--- src/rtl/mux_sel_pkg.sv ---
// ---------------------------------------------------------------------------
// mux_sel_pkg
// Shared definitions for the round-robin select arbiter that drives the
// 2-bit select of the downstream 4x1 mux.
//   NUM_CH  : number of requesters / mux inputs
//   SEL_W   : width of the mux select
//   state_t : arbiter FSM states
//   one_hot : select index -> one-hot grant vector
// ---------------------------------------------------------------------------
package mux_sel_pkg;

  localparam int NUM_CH = 4;
  localparam int SEL_W  = 2;

  typedef enum logic [0:0] {
    IDLE  = 1'b0,
    GRANT = 1'b1
  } state_t;

  function automatic logic [NUM_CH-1:0] one_hot(input logic [SEL_W-1:0] sel);
    return NUM_CH'(1) << sel;
  endfunction

endpackage

--- src/rtl/mux_sel_arbiter_if.sv ---
// ---------------------------------------------------------------------------
// mux_sel_arbiter_if
// Request/grant bundle between the requesters and the select arbiter.
//   req     : per-channel request, req[i] belongs to mux input i
//   done    : current owner releases the mux (level)
//   s       : registered mux select
//   gnt     : registered one-hot grant, zero when idle
//   busy    : a grant is active
//   expired : one-cycle pulse after a forced release
// master = requester side, slave = arbiter side.
// ---------------------------------------------------------------------------
interface mux_sel_arbiter_if;
  import mux_sel_pkg::*;

  logic [NUM_CH-1:0] req;
  logic              done;
  logic [SEL_W-1:0]  s;
  logic [NUM_CH-1:0] gnt;
  logic              busy;
  logic              expired;

  modport master (
    output req, done,
    input  s, gnt, busy, expired
  );

  modport slave (
    input  req, done,
    output s, gnt, busy, expired
  );

endinterface

--- src/rtl/mux_sel_arbiter_rr_pick.sv ---
// ---------------------------------------------------------------------------
// rr_pick
// Combinational round-robin scan: returns the first set request bit found
// scanning upward from (last+1) mod NUM_CH, wrapping around.
//   req  : request vector
//   last : index of the previously granted channel
//   pick : selected channel index (equals last when nothing is requested)
//   any  : at least one request bit is set
// ---------------------------------------------------------------------------
module rr_pick
  import mux_sel_pkg::*;
(
  input  logic [NUM_CH-1:0] req,
  input  logic [SEL_W-1:0]  last,
  output logic [SEL_W-1:0]  pick,
  output logic              any
);

  logic [SEL_W-1:0] w_idx;

  // Walk offsets from farthest to nearest so the nearest hit after `last`
  // is the one left standing; offset NUM_CH wraps back to `last` itself,
  // giving the previous owner the lowest priority.
  always_comb begin
    pick  = last;
    any   = 1'b0;
    w_idx = last;
    for (int k = NUM_CH; k >= 1; k--) begin
      w_idx = last + SEL_W'(k);
      if (req[w_idx]) begin
        pick = w_idx;
        any  = 1'b1;
      end
    end
  end

endmodule

--- src/rtl/mux_sel_arbiter.sv ---
// ---------------------------------------------------------------------------
// mux_sel_arbiter
// Round-robin owner selection for the shared 4x1 mux. One requester owns the
// mux at a time; each grant lasts between HOLD_CYCLES and MAX_CYCLES cycles
// and consecutive grants are separated by one dead (gnt=0) cycle.
//   clk   : system clock, rising edge
//   rst_n : asynchronous active-low reset
//   bus   : mux_sel_arbiter_if.slave (req, done in; s, gnt, busy, expired out)
//
// state | meaning
// IDLE  | no owner; arbitrate among req, mux select held at last value
// GRANT | one owner; hold counter runs, watch for release / timeout
// ---------------------------------------------------------------------------
module mux_sel_arbiter
  import mux_sel_pkg::*;
#(
  parameter int HOLD_CYCLES = 4,
  parameter int MAX_CYCLES  = 16
)(
  input  logic             clk,
  input  logic             rst_n,
  mux_sel_arbiter_if.slave bus
);

  localparam int CNT_W = $clog2(MAX_CYCLES + 1);
  localparam logic [CNT_W-1:0] C_HOLD_TC = CNT_W'(HOLD_CYCLES - 1);
  localparam logic [CNT_W-1:0] C_MAX_TC  = CNT_W'(MAX_CYCLES - 1);

  if (HOLD_CYCLES < 1) begin : g_bad_hold
    $error("HOLD_CYCLES must be >= 1");
  end
  if (MAX_CYCLES < HOLD_CYCLES) begin : g_bad_max
    $error("MAX_CYCLES must be >= HOLD_CYCLES");
  end

  state_t            r_state;
  logic [CNT_W-1:0]  r_cnt;
  logic [SEL_W-1:0]  r_last;
  logic [SEL_W-1:0]  r_s;
  logic [NUM_CH-1:0] r_gnt;
  logic              r_busy;
  logic              r_expired;

  logic [SEL_W-1:0]  w_pick;
  logic              w_any;
  logic              w_min_met;
  logic              w_rel_norm;
  logic              w_rel_force;

  rr_pick u_rr_pick (
    .req  (bus.req),
    .last (r_last),
    .pick (w_pick),
    .any  (w_any)
  );

  // Release requests before the minimum hold are simply not looked at; done
  // is a level, so it must still be asserted when the minimum is reached.
  assign w_min_met   = (r_cnt >= C_HOLD_TC);
  assign w_rel_norm  = w_min_met && (bus.done || !bus.req[r_s]);
  assign w_rel_force = (r_cnt == C_MAX_TC) && !w_rel_norm;

  always_ff @(posedge clk or negedge rst_n) begin
    if (!rst_n) begin
      r_state   <= IDLE;
      r_cnt     <= '0;
      r_last    <= SEL_W'(NUM_CH - 1);
      r_s       <= '0;
      r_gnt     <= '0;
      r_busy    <= 1'b0;
      r_expired <= 1'b0;
    end else begin
      case (r_state)
        IDLE: begin
          r_expired <= 1'b0;
          if (w_any) begin
            r_state <= GRANT;
            r_s     <= w_pick;
            r_gnt   <= one_hot(w_pick);
            r_busy  <= 1'b1;
            r_cnt   <= '0;
          end
        end
        GRANT: begin
          if (w_rel_norm || w_rel_force) begin
            r_state   <= IDLE;
            r_gnt     <= '0;
            r_busy    <= 1'b0;
            r_last    <= r_s;
            r_expired <= w_rel_force;
          end else if (r_cnt != C_MAX_TC) begin
            r_cnt <= r_cnt + CNT_W'(1);
          end
        end
        default: begin
          r_state <= IDLE;
          r_gnt   <= '0;
          r_busy  <= 1'b0;
        end
      endcase
    end
  end

  assign bus.s       = r_s;
  assign bus.gnt     = r_gnt;
  assign bus.busy    = r_busy;
  assign bus.expired = r_expired;

endmodule

--- src/flat_wrapper.sv ---
// flat-port wrapper written by rule: the top's interface ports become plain ports
module mux_sel_arbiter_flat import mux_sel_pkg::*;
#(
  parameter int HOLD_CYCLES = 4,
  parameter int MAX_CYCLES  = 16
)
  (clk, rst_n, bus_req, bus_done, bus_s, bus_gnt, bus_busy, bus_expired);
  mux_sel_arbiter_if bus_i ();
  input  logic clk;
  input  logic rst_n;
  input wire logic [$bits(bus_i.req)-1:0] bus_req;
  input wire logic [$bits(bus_i.done)-1:0] bus_done;
  output wire logic [$bits(bus_i.s)-1:0] bus_s;
  output wire logic [$bits(bus_i.gnt)-1:0] bus_gnt;
  output wire logic [$bits(bus_i.busy)-1:0] bus_busy;
  output wire logic [$bits(bus_i.expired)-1:0] bus_expired;
  assign bus_i.req = bus_req;
  assign bus_i.done = bus_done;
  assign bus_s = bus_i.s;
  assign bus_gnt = bus_i.gnt;
  assign bus_busy = bus_i.busy;
  assign bus_expired = bus_i.expired;
  mux_sel_arbiter #(.HOLD_CYCLES(HOLD_CYCLES), .MAX_CYCLES(MAX_CYCLES)) u_core (.clk(clk), .rst_n(rst_n), .bus(bus_i));
endmodule
--- config.mk ---
export PLATFORM = sky130hd
export DESIGN_NAME = mux_sel_arbiter_flat
export DESIGN_NICKNAME = d
export VERILOG_FILES = /design/src/rtl/mux_sel_pkg.sv /design/src/rtl/mux_sel_arbiter_if.sv /design/src/rtl/mux_sel_arbiter_rr_pick.sv /design/src/rtl/mux_sel_arbiter.sv /design/src/flat_wrapper.sv
export SDC_FILE = /design/constraint.sdc
export NUM_CORES = 1
export LEC_CHECK = 0
export CAP_MARGIN = 0
export CELL_PAD_IN_SITES_DETAIL_PLACEMENT = 0
export CELL_PAD_IN_SITES_GLOBAL_PLACEMENT = 1
export CORE_UTILIZATION = 39
export DETAILED_ROUTE_END_ITERATION = 10
export PLACE_DENSITY_LB_ADDON = 0.1
export REMOVE_ABC_BUFFERS = 1
export SYNTH_ARGS = -nofsm -noshare
export SYNTH_HDL_FRONTEND = slang
export SYNTH_HIERARCHICAL = 1
export SYNTH_SLANG_ARGS = --single-unit
--- constraint.sdc ---
create_clock -name clk -period 2 [get_ports clk]
set_clock_uncertainty 0.1 [all_clocks]
set_input_delay 0.2 -clock clk [delete_from_list [all_inputs] [get_ports clk]]
set_output_delay 0.2 -clock clk [all_outputs]
set_load 0.05 [all_outputs]
==> impl_results.md, run 1 <==
- Clk_lat worst skew: ~0.28 ns
- Ant. Diodes: 0
- Most frequent cells in the layout: clkdlybuf4s50_1 (14), dfrtp_1 (14), a21oi_1 (13)
- Setup Fix Bufs, Post-CTS: 0
- Area Overhead vs Synth: 31.9%
- Final hold vios: 0
- Initial DRT Pass Iterations: 4
- Post-synth top flop: dfrtp_1
- Bufs on Longest Clock Path: 2
- Mean Syn Cell Area: between 9 and 10 um2
- PostCTS Resize Cnt: 0
- Number of flops mapped to enable cells by yosys: 0
- CP endpoint: bus_s[0]
- Finish-stage setup viols: 0
- Vias in the first global route: 793
- Global-route wire length before repair: ~3.5 mm
- Final period util: between 90% and 100%
- CP top delay family: buffers and inverters
- Switching Share: roughly 46%
- Die area: 2560 um2
- Synth top area cells: dfrtp_1 (38%), a21oi_1 (7.1%), mux2i_1 (6.5%)
- CP Cell Sequence: clkdlybuf4s50_1
- CTS tree: built
- Cell Int Power: ~0.0011 W
- Max VDD drop: between 0.7 and 0.8 mV
- Area leader, netlist: dfrtp_1
- FF-to-FF path depth: 4
- CP peak stage delay: 0.85 ns
- Port bufs: 14
- Clk slew on worst S/H paths: around 0.10 ns
- Worst-Margin Slew: 0.725 ns
- Pwr dens: approximately 1600 nW/um2
- RSZ-0062 raised after global routing: no
- Die extent in x: slightly above 50 um
- Combinational fraction of design power: between 50% and 60%
- Minimum clock period: approximately 1.9 ns
- Average wire per standard cell: around 13 um
- Residual DRC: 0
- # clock sinks: 16
- Worst path arrival time: approximately 1.6 ns
- Total power: a little under 0.002 W
- CP endpoint kind: output pin
- Ys async rst share: 100%
- CTS buffer count: 3
- Post-Route WL: ~2.1 mm
- Post-synthesis sequential area ratio: 43.7%
- Yosys warning count: 6
- Reg2reg setup slack: about 0.16 ns
- Share of layout cells above drive strength 1: 19.5%
- Die height: just over 50 um
- Overall Global Routing Usage: 18.6%
- Core Rows: 17
- Switching power: ~0.0009 W
- Drt initial violations: 17
- Req. time, crit path: 1.70 ns
- Vias per inst: around 5.3
- Worst path slowest cell: clkdlybuf4s50_1
- # IOs: 15
- Initial antenna violation count: 0
- Worst Hold Class: input pin to async pin
- Largest net degree at the start of global routing: 17
- Critical path type: flip-flop to output pin
- Top cell type's share of synthesized area: between 30% and 40%
- Lkg Pwr: approximately 0.56 nW
- Crit Reg-Reg Startpoint: u_core/bus.s[1]$_DFFE_PN0P_
- Post-synthesis cell area: between 900 and 1000 um2
- Slew Limit Fails: 0
- Slew headroom: between 50% and 60%
- Vias post-DR: 824
- Hold Worst Slack: about 0.14 ns
- Post-Syn Instances: 100
- Detail Route Antenna Nets: 0
- Max-Cap Viols: 0
- Crit-path max FO: 6
- Sequential Power Share: slightly above 30%
- CTS root buf: clkbuf_4
- Yosys cell types: 31
- Worst setup SP type: flip-flop
- GP Congestion: 0.748
- Crit path launch: u_core/bus.s[0]$_DFFE_PN0P_
- CP Buf/Inv Count: 1
- Fmax: around 0.52 GHz
- Fillers: between 200 and 250
- Levels on crit path: 1
- Initial Util: between 40% and 50%
- H-tree levels: 1
- Nets@finish: about 140
- Hold_buf cts: 0
- Post-DP HPWL: between 1.5 and 2 mm
- Clk pwr share: roughly 11%
- Status: finished clean
- Core area: about 2200 um2
- GR Overflow Total: 0
- Yosys reg bits: 16
- FF-to-FF End: u_core/r_cnt[3]$_DFFE_PN0P_
[kinds of logic after synthesis]
kind of cell / share of synthesized area, %
XOR/XNOR: 0.950
buffers and inverters: 4.07
AO/OA/AOI/OAI: 19.8
multiplexers: 6.51
AND/OR/NAND/NOR: 22.3
adder cells (fa/ha/maj): 2.71
flip-flops: 43.7
[area by class of cell]
cell class              count  area [um2]  area share, %
well taps                  28        35.0           2.88
clock buffers               4        36.3           2.98
flip-flops and latches     16         403           33.1
multi-input cells          74         482           39.6
inverters                   8        30.0           2.47
repair buffers             26         230           18.9
[synthesized netlist by cell type (all sizes together), types with 3 or more instances]
cell    instances
nand2b          3
dfrtp          14
nand2          10
nor2            4
nor2b           5
o21ai           4
o22ai           3
mux2i           6
inv             8
nand3           3
and3            4
a21oi          14
[stage by stage]
stage	instances	setup TNS [ns]	setup WS (ns)	cell area (um2)	utilization, %
finish	156	0	0.0700	1220	55.0
global route	156	0	0.0263	1220	55.0
CTS	156	0	0.0673	1220	55.0
detailed placement	152	-0.335	-0.0571	1180	53.3
global placement	152	-0.0291	-0.0291	1180	53.3
floorplan	98	0	0.0900	915	-
[power groups by stage]
stage / Clock, W / Sequential, W / Combinational [W]
after floorplan: 0 / 0.000764 / 0.000564
after global placement: 0 / 0.000599 / 0.00110
after detailed placement: 0 / 0.000600 / 0.00112
after CTS: 0.000220 / 0.000596 / 0.00112
after global routing: 0.000240 / 0.000620 / 0.00121
final: 0.000214 / 0.000596 / 0.00112
[metal layers]
layer | GRT usage [%] | up-vias | part of all wire [%]
met5 | 0 | - | 0
met4 | 7.87 | 0 | 0.76
met3 | 4.24 | 2 | 4.1
met2 | 27.8 | 17 | 46
met1 | 25.5 | 391 | 49
li1 | - | 414 | -
[state kept, by name, indices dropped and copies added, names as in the netlist]
signal and count:
u_core/r_cnt 5, u_core/bus.gnt 4, u_core/bus.s 2, u_core/r_last 2
u_core/bus.busy 1, u_core/bus.expired 1, u_core/r_state 1
[worst min path at each step]
stage,to,slack (ns),depth (start not counted)
detailed placement,u_core/bus.gnt[1]$_DFFE_PN0P_,0.44,2
finish,u_core/bus.s[1]$_DFFE_PN0P_,0.14,2
global placement,u_core/bus.busy$_DFFE_PN0P_,0.42,2
floorplan,u_core/bus.busy$_DFFE_PN0P_,-0.20,0
global route,u_core/r_cnt[4]$_DFFE_PN0P_,0.13,2
CTS,u_core/bus.s[0]$_DFFE_PN0P_,0.14,2
(Power assumes the default switching activity.)
==> run 2, diff against run 1 <==
--- a/config.mk
+++ b/config.mk
@@ -11,6 +11,7 @@
 export CORE_UTILIZATION = 39
 export DETAILED_ROUTE_END_ITERATION = 10
 export PLACE_DENSITY_LB_ADDON = 0.1
+export RECOVER_POWER = 100
 export REMOVE_ABC_BUFFERS = 1
 export SYNTH_ARGS = -nofsm -noshare
 export SYNTH_HDL_FRONTEND = slang
==> run 2 against run 1 <==
Compared with the run above:
- worst setup slack improved by 0.0069 ns
- largest cell class unchanged
- flip-flop and latch count unchanged
- worst hold slack improved by 0.31 ns
- critical endpoint unchanged
- maximum frequency increased by 0.36%
- global-route usage unchanged
- non-clock buffer count unchanged
- via count increased by 1.9%
- final cell count unchanged
- largest power group unchanged
- wire length decreased by 0.29%
- register-to-register slack got worse by 0.04 ns
==> impl_results.md, run 2 (same netlist as run 1, synthesis figures left out) <==
- Status: finished clean
- GP Congestion: 0.748 (unchanged)
- Worst setup SP type: flip-flop
- Max-Cap Viols: 0 (unchanged)
- Worst Hold Class: flip-flop to flip-flop
- Vias in the first global route: 793 (unchanged)
- Max VDD drop: 0.750 mV (-2.6%)
- Slew Limit Fails: 0 (unchanged)
- Slew headroom: 39.8% (-12 points)
- Global-route wire length before repair: 3.51 mm (unchanged)
- Finish-stage setup viols: 0 (unchanged)
- # clock sinks: 16 (unchanged)
- Die height: 50.6 um (unchanged)
- CTS tree: built
- Number of flip-flops in the largest register: 5 (unchanged)
- Cell area after layout: 1200 um2 (-1.4%)
- Vias per inst: 5.38 (+1.9%)
- PostCTS Resize Cnt: 0 (unchanged)
- Setup Fix Bufs, Post-CTS: 0 (unchanged)
- Req. time, crit path: 1.70 ns (about the same)
- Area Overhead vs Synth: 30.0%
- Nets@finish: 138 (unchanged)
- RSZ-0062 raised after global routing: no
- CP peak stage delay: 0.85 ns (about the same)
- Final hold vios: 0 (unchanged)
- Commonest non-fill, non-tap cell in the layout: dfrtp_1
- Core area: 2210 um2 (unchanged)
- Detail Route Antenna Nets: 0 (unchanged)
- Lkg Pwr: 0.568 nW (+0.84%)
- Vias post-DR: 840 (+1.9%)
- DP Worst Slack: -0.0571 ns (unchanged)
- Fillers: 218 (+0.46%)
- Ant. Diodes: 0 (unchanged)
- Worst-Margin Slew: 0.903 ns (+0.178 ns)
- Die extent in x: 50.6 um (unchanged)
- Initial DRT Pass Iterations: 4 (unchanged)
- Core Rows: 17 (unchanged)
- Post-Route WL: 2.10 mm (-0.29%)
- Worst path arrival time: 1.62 ns (about the same)
- Minimum clock period: 1.92 ns (-0.00691 ns)
- CP endpoint kind: output pin
- Clk slew on worst S/H paths: 0.10 ns (about the same)
- Hold_buf cts: 0 (unchanged)
- Crit-path max FO: 6 (unchanged)
- Area of the multi-input gates: 474 um2 (-1.6%)
- Drt initial violations: 24 (+7)
- CP Buf/Inv Count: 1 (unchanged)
- CTS buffer count: 3 (unchanged)
- Final worst setup slack: 0.0769 ns (+0.00691 ns)
- GR Overflow Total: 0 (unchanged)
- Fmax: 0.520 GHz (+0.36%)
- Fin util: 54.2% (-0.79 points)
- Clk_lat worst skew: 0.28 ns (about the same)
- Port bufs: 14 (unchanged)
- CP Cell Sequence: clkdlybuf4s50_1
- Seq. cell area: 403 um2 (unchanged)
- CP top delay family: buffers and inverters
- Largest net degree at the start of global routing: 17 (unchanged)
- Dpl cell area: 1180 um2 (unchanged)
- Share of layout cells above drive strength 1: 18.0% (-1.6 points)
- Average wire per standard cell: 13.5 um (-0.29%)
- Sum Neg Setup Slack: 0 ns (unchanged)
- Initial Util: 41.7% (unchanged)
- Worst path slowest cell: clkdlybuf4s50_1
- Final period util: 96.2% (-0.35 points)
- Initial antenna violation count: 0 (unchanged)
- Residual DRC: 0 (unchanged)
- Overall Global Routing Usage: 18.6% (unchanged)
- Top reg by flops: u_core/r_cnt
- # IOs: 15 (unchanged)
- Total power: 0.00188 W (-2.6%)
- Critical path type: flip-flop to output pin
- Most frequent cells in the layout: dfrtp_1 (14), a21oi_1 (13), nand2_1 (10)
- CTS root buf: clkbuf_4
- Bufs on Longest Clock Path: 2 (unchanged)
- Die area: 2560 um2 (unchanged)
- Post-DP HPWL: 1.53 mm (unchanged)
- Pwr dens: 1570 nW/um2 (-1.1%)
- H-tree levels: 1 (unchanged)
-- run 2: cell count changes in the layout (fill, tap and decap cells not counted) --
cell and change:
clkbuf_2 +1, clkdlybuf4s50_1 -8, a21oi_4 -1, dlygate4sd3_1 +8, clkbuf_1 +2, a21oi_2 +1, buf_4 -3
-- run 2: area by class of cell --
cell class                 count  share of cell area (%)
clock buffer                   4                    3.03
tap                           28                    2.92
timing repair buffer          26                    18.4
sequential                    16                    33.6
multi-input combinational     74                    39.6
inverter                       8                    2.51
-- run 2: final timing paths --
kind,cells after the start,start,to,slack [ns]
worst max-delay path,1,u_core/bus.s[0]$_DFFE_PN0P_,bus_s[0],0.08
worst min-delay path,2,u_core/r_cnt[4]$_DFFE_PN0P_,u_core/r_cnt[4]$_DFFE_PN0P_,0.45
worst max register to register,6,u_core/r_cnt[0]$_DFFE_PN0P_,u_core/r_cnt[2]$_DFFE_PN0P_,0.12
worst min register to register,2,u_core/r_cnt[4]$_DFFE_PN0P_,u_core/r_cnt[4]$_DFFE_PN0P_,0.45
max in group asynchronous,2,rst_n,u_core/r_cnt[1]$_DFFE_PN0P_,0.79
min in group asynchronous,2,rst_n,u_core/bus.s[1]$_DFFE_PN0P_,0.46
-- run 2: layer usage --
| layer | routed length (um) | vias to the layer above | GRT usage (%) |
|---|---|---|---|
| li1 | - | 413 | - |
| met1 | 999 | 398 | 25.5 |
| met2 | 977 | 27 | 27.8 |
| met3 | 106 | 2 | 4.24 |
| met4 | 16 | 0 | 7.87 |
| met5 | 0 | - | 0 |
-- run 2: stage by stage --
stage	hold WS (ns)	instances
floorplan	-0.196	98
global placement	0.417	152
detailed placement	0.441	152
CTS	0.138	156
global route	0.489	156
finish	0.451	156
-- run 2: report_power, final --
part / internal [W] / switching [W] / leakage (nW)
Clock: 0.000111 / 0.000101 / 0.0210
Combinational: 0.000448 / 0.000629 / 0.346
Sequential: 0.000458 / 0.000136 / 0.201
==> run 3, diff against run 2 <==
--- a/config.mk
+++ b/config.mk
@@ -8,11 +8,13 @@
 export CAP_MARGIN = 0
 export CELL_PAD_IN_SITES_DETAIL_PLACEMENT = 0
 export CELL_PAD_IN_SITES_GLOBAL_PLACEMENT = 1
-export CORE_UTILIZATION = 39
+export CORE_UTILIZATION = 41
+export CTS_BUF_LIST = sky130_fd_sc_hd__clkbuf_8
 export DETAILED_ROUTE_END_ITERATION = 10
 export PLACE_DENSITY_LB_ADDON = 0.1
 export RECOVER_POWER = 100
 export REMOVE_ABC_BUFFERS = 1
+export SKIP_CTS_REPAIR_TIMING = 1
 export SYNTH_ARGS = -nofsm -noshare
 export SYNTH_HDL_FRONTEND = slang
 export SYNTH_HIERARCHICAL = 1
==> run 3 against run 2 <==
Compared with the run above:
- maximum frequency grew 1.5%
- global-route usage grew 0.86 points
- critical endpoint is now bus_s[1]
- non-clock buffer count down 1
- highest routed layer unchanged
- sequential power rose by 1%
==> impl_results.md, run 3 (same netlist as run 1, synthesis figures left out) <==
- CTS root buf: clkbuf_8
- Overall Global Routing Usage: 19.4% (+0.86 points)
- Lkg Pwr: 0.568 nW (about the same)
- Die extent in x: 49.4 um (-2.4%)
- Worst-Margin Slew: 0.878 ns (-0.0244 ns)
- Hold Path Sink: u_core/bus.busy$_DFFE_PN0P_
- CP peak stage delay: 0.90 ns (+0.05 ns)
- CP Cell Sequence: dlygate4sd3_1
- Core area: 2040 um2 (-7.7%)
- CP endpoint kind: output pin
- Number of flip-flops in the largest register: 5 (unchanged)
- Die area: 2440 um2 (-4.7%)
- Status: finished clean
- Initial Util: 45.2% (+3.5 points)
- Finish-stage setup viols: 0 (unchanged)
- Levels on crit path: 1 (unchanged)
- Crit Reg-Reg Startpoint: u_core/r_cnt[0]$_DFFE_PN0P_
- Post-DP HPWL: 1.50 mm (-2.2%)
- Hold Crit Start: u_core/bus.busy$_DFFE_PN0P_
- Commonest non-fill, non-tap cell in the layout: dfrtp_1
- Pwr dens: 1590 nW/um2 (+1.0%)
- Metal3 WL: 62 um (-42%)
- Die height: 49.4 um (-2.4%)
- H-tree levels: 1 (unchanged)
- Vias in the first global route: 772 (-2.6%)
- Vias post-DR: 797 (-5.1%)
- Detail Route Antenna Nets: 0 (unchanged)
- Max-Cap Viols: 0 (unchanged)
- Port bufs: 14 (unchanged)
- Global-route wire length before repair: 3.51 mm (-0.20%)
- Hold Worst Slack: 0.441 ns (-0.00948 ns)
- Slew Limit Fails: 0 (unchanged)
- Slew headroom: 41.5% (+1.6 points)
- WL met1: 1.04 mm (+3.8%)
- Minimum clock period: 1.89 ns (-0.0285 ns)
- Ant. Diodes: 0 (unchanged)
- Average wire per standard cell: 13.3 um (-1.1%)
- Bufs on Longest Clock Path: 2 (unchanged)
- Metal2 WL: 897 um (-8.2%)
- Clk slew on worst S/H paths: 0.07 ns (-0.03 ns)
- Residual DRC: 0 (unchanged)
- CP Buf/Inv Count: 1 (unchanged)
- Nets@finish: 137 (-0.72%)
- Share of layout cells above drive strength 1: 15.9% (-2.1 points)
- Reg2reg setup slack: 0.17 ns (+0.05 ns)
- Worst path slowest cell: dlygate4sd3_1
- FF-to-FF path depth: 6 (unchanged)
- FF-to-FF End: u_core/r_cnt[2]$_DFFE_PN0P_
- Core Rows: 16 (-1)
- CTS buffer count: 3 (unchanged)
- Clk_lat worst skew: 0.26 ns (-0.02 ns)
- Initial antenna violation count: 0 (unchanged)
- # clock sinks: 16 (unchanged)
- CP top delay family: buffers and inverters
- Initial DRT Pass Iterations: 4 (unchanged)
- RSZ-0062 raised after global routing: no
- Critical path type: flip-flop to output pin
- GR Overflow Total: 0 (unchanged)
- Fillers: 194 (-11%)
- GP Congestion: 0.771 (+3.2%)
- Final period util: 94.7% (-1.4 points)
- Worst path arrival time: 1.59 ns (-0.03 ns)
- CTS tree: built
- Crit-path max FO: 6 (unchanged)
- Top reg by flops: u_core/r_cnt
- Vias per inst: 5.21 (-3.3%)
- # IOs: 15 (unchanged)
- Post-Route WL: 2.04 mm (-3.0%)
- Fmax: 0.528 GHz (+1.5%)
- Most frequent cells in the layout: dfrtp_1 (14), a21oi_1 (13), nand2_1 (10)
- Final hold vios: 0 (unchanged)
- Req. time, crit path: 1.70 ns (about the same)
- Largest net degree at the start of global routing: 17 (unchanged)
- Max VDD drop: 0.779 mV (+3.8%)
- Worst setup SP type: flip-flop
- Drt initial violations: 17 (-29%)
- Worst hold path cell count: 2 (unchanged)
- Area Overhead vs Synth: 30.3%
- Sum Neg Setup Slack: 0 ns (unchanged)
- DR top layer: met4
- Worst Hold Class: flip-flop to flip-flop
-- run 3: cell types whose count changed in the layout (fill, tap and decap cells not counted) --
cell      change
clkbuf_4      -3
clkbuf_8      +2
a21oi_2       -1
a21oi_4       +1
clkbuf_2      -1
o21ai_0       +1
o21ai_1       -1
or4_1         +1
or4_4         -1
-- run 3: worst register-to-register path, cell delays in order, from the launching register on --
cell	delay [ns]
dfrtp_1	0.38
ha_1	0.23
or4_1	0.46
a21oi_4	0.20
buf_4	0.17
o221ai_1	0.12
o21ai_0	0.09
-- run 3: worst max-delay path by stage --
stage	from	endpoint	slack, ns
global placement	bus_req[3]	u_core/bus.gnt[3]$_DFFE_PN0P_	0.08
CTS	u_core/bus.s[0]$_DFFE_PN0P_	bus_s[0]	0.12
global route	u_core/bus.s[1]$_DFFE_PN0P_	bus_s[1]	0.05
detailed placement	bus_req[3]	u_core/r_cnt[1]$_DFFE_PN0P_	0.04
finish	u_core/bus.s[1]$_DFFE_PN0P_	bus_s[1]	0.11
floorplan	u_core/bus.s[1]$_DFFE_PN0P_	u_core/r_cnt[3]$_DFFE_PN0P_	0.09
-- run 3: layout make-up --
| cell class | instances | area [um2] | share of cell area, % |
|---|---|---|---|
| multi-input combinational | 74 | 478 | 39.8 |
| sequential | 16 | 403 | 33.5 |
| timing repair buffer | 25 | 215 | 17.9 |
| clock buffer | 3 | 41.3 | 3.44 |
| tap | 27 | 33.8 | 2.81 |
| inverter | 8 | 30.0 | 2.50 |
-- run 3: per-stage QoR --
stage	worst slack [ns]	utilization, %	instances	power [W]	area (um2)
after CTS	0.120	59.4	153	0.00196	1210
final	0.105	58.8	153	0.00191	1200
after detailed placement	0.0407	57.4	150	0.00171	1170
after global routing	0.0482	58.8	153	0.00206	1200
after floorplan	0.0900	-	98	0.00133	915
after global placement	0.0758	57.4	150	0.00168	1170
-- run 3: power by group --
group | internal, W | leakage [nW] | switching, W
combinational | 0.000434 | 0.346 | 0.000626
sequential | 0.000459 | 0.201 | 0.000140
clock | 0.000134 | 0.0216 | 0.000114
total | 0.00103 | 0.568 | 0.000880
-- run 3: routing by layer --
metal  vias up  track usage [%]
met5         -                0
met4         0             8.57
met3         5             3.74
met2         9             29.9
met1       368             26.4
li1        415                -
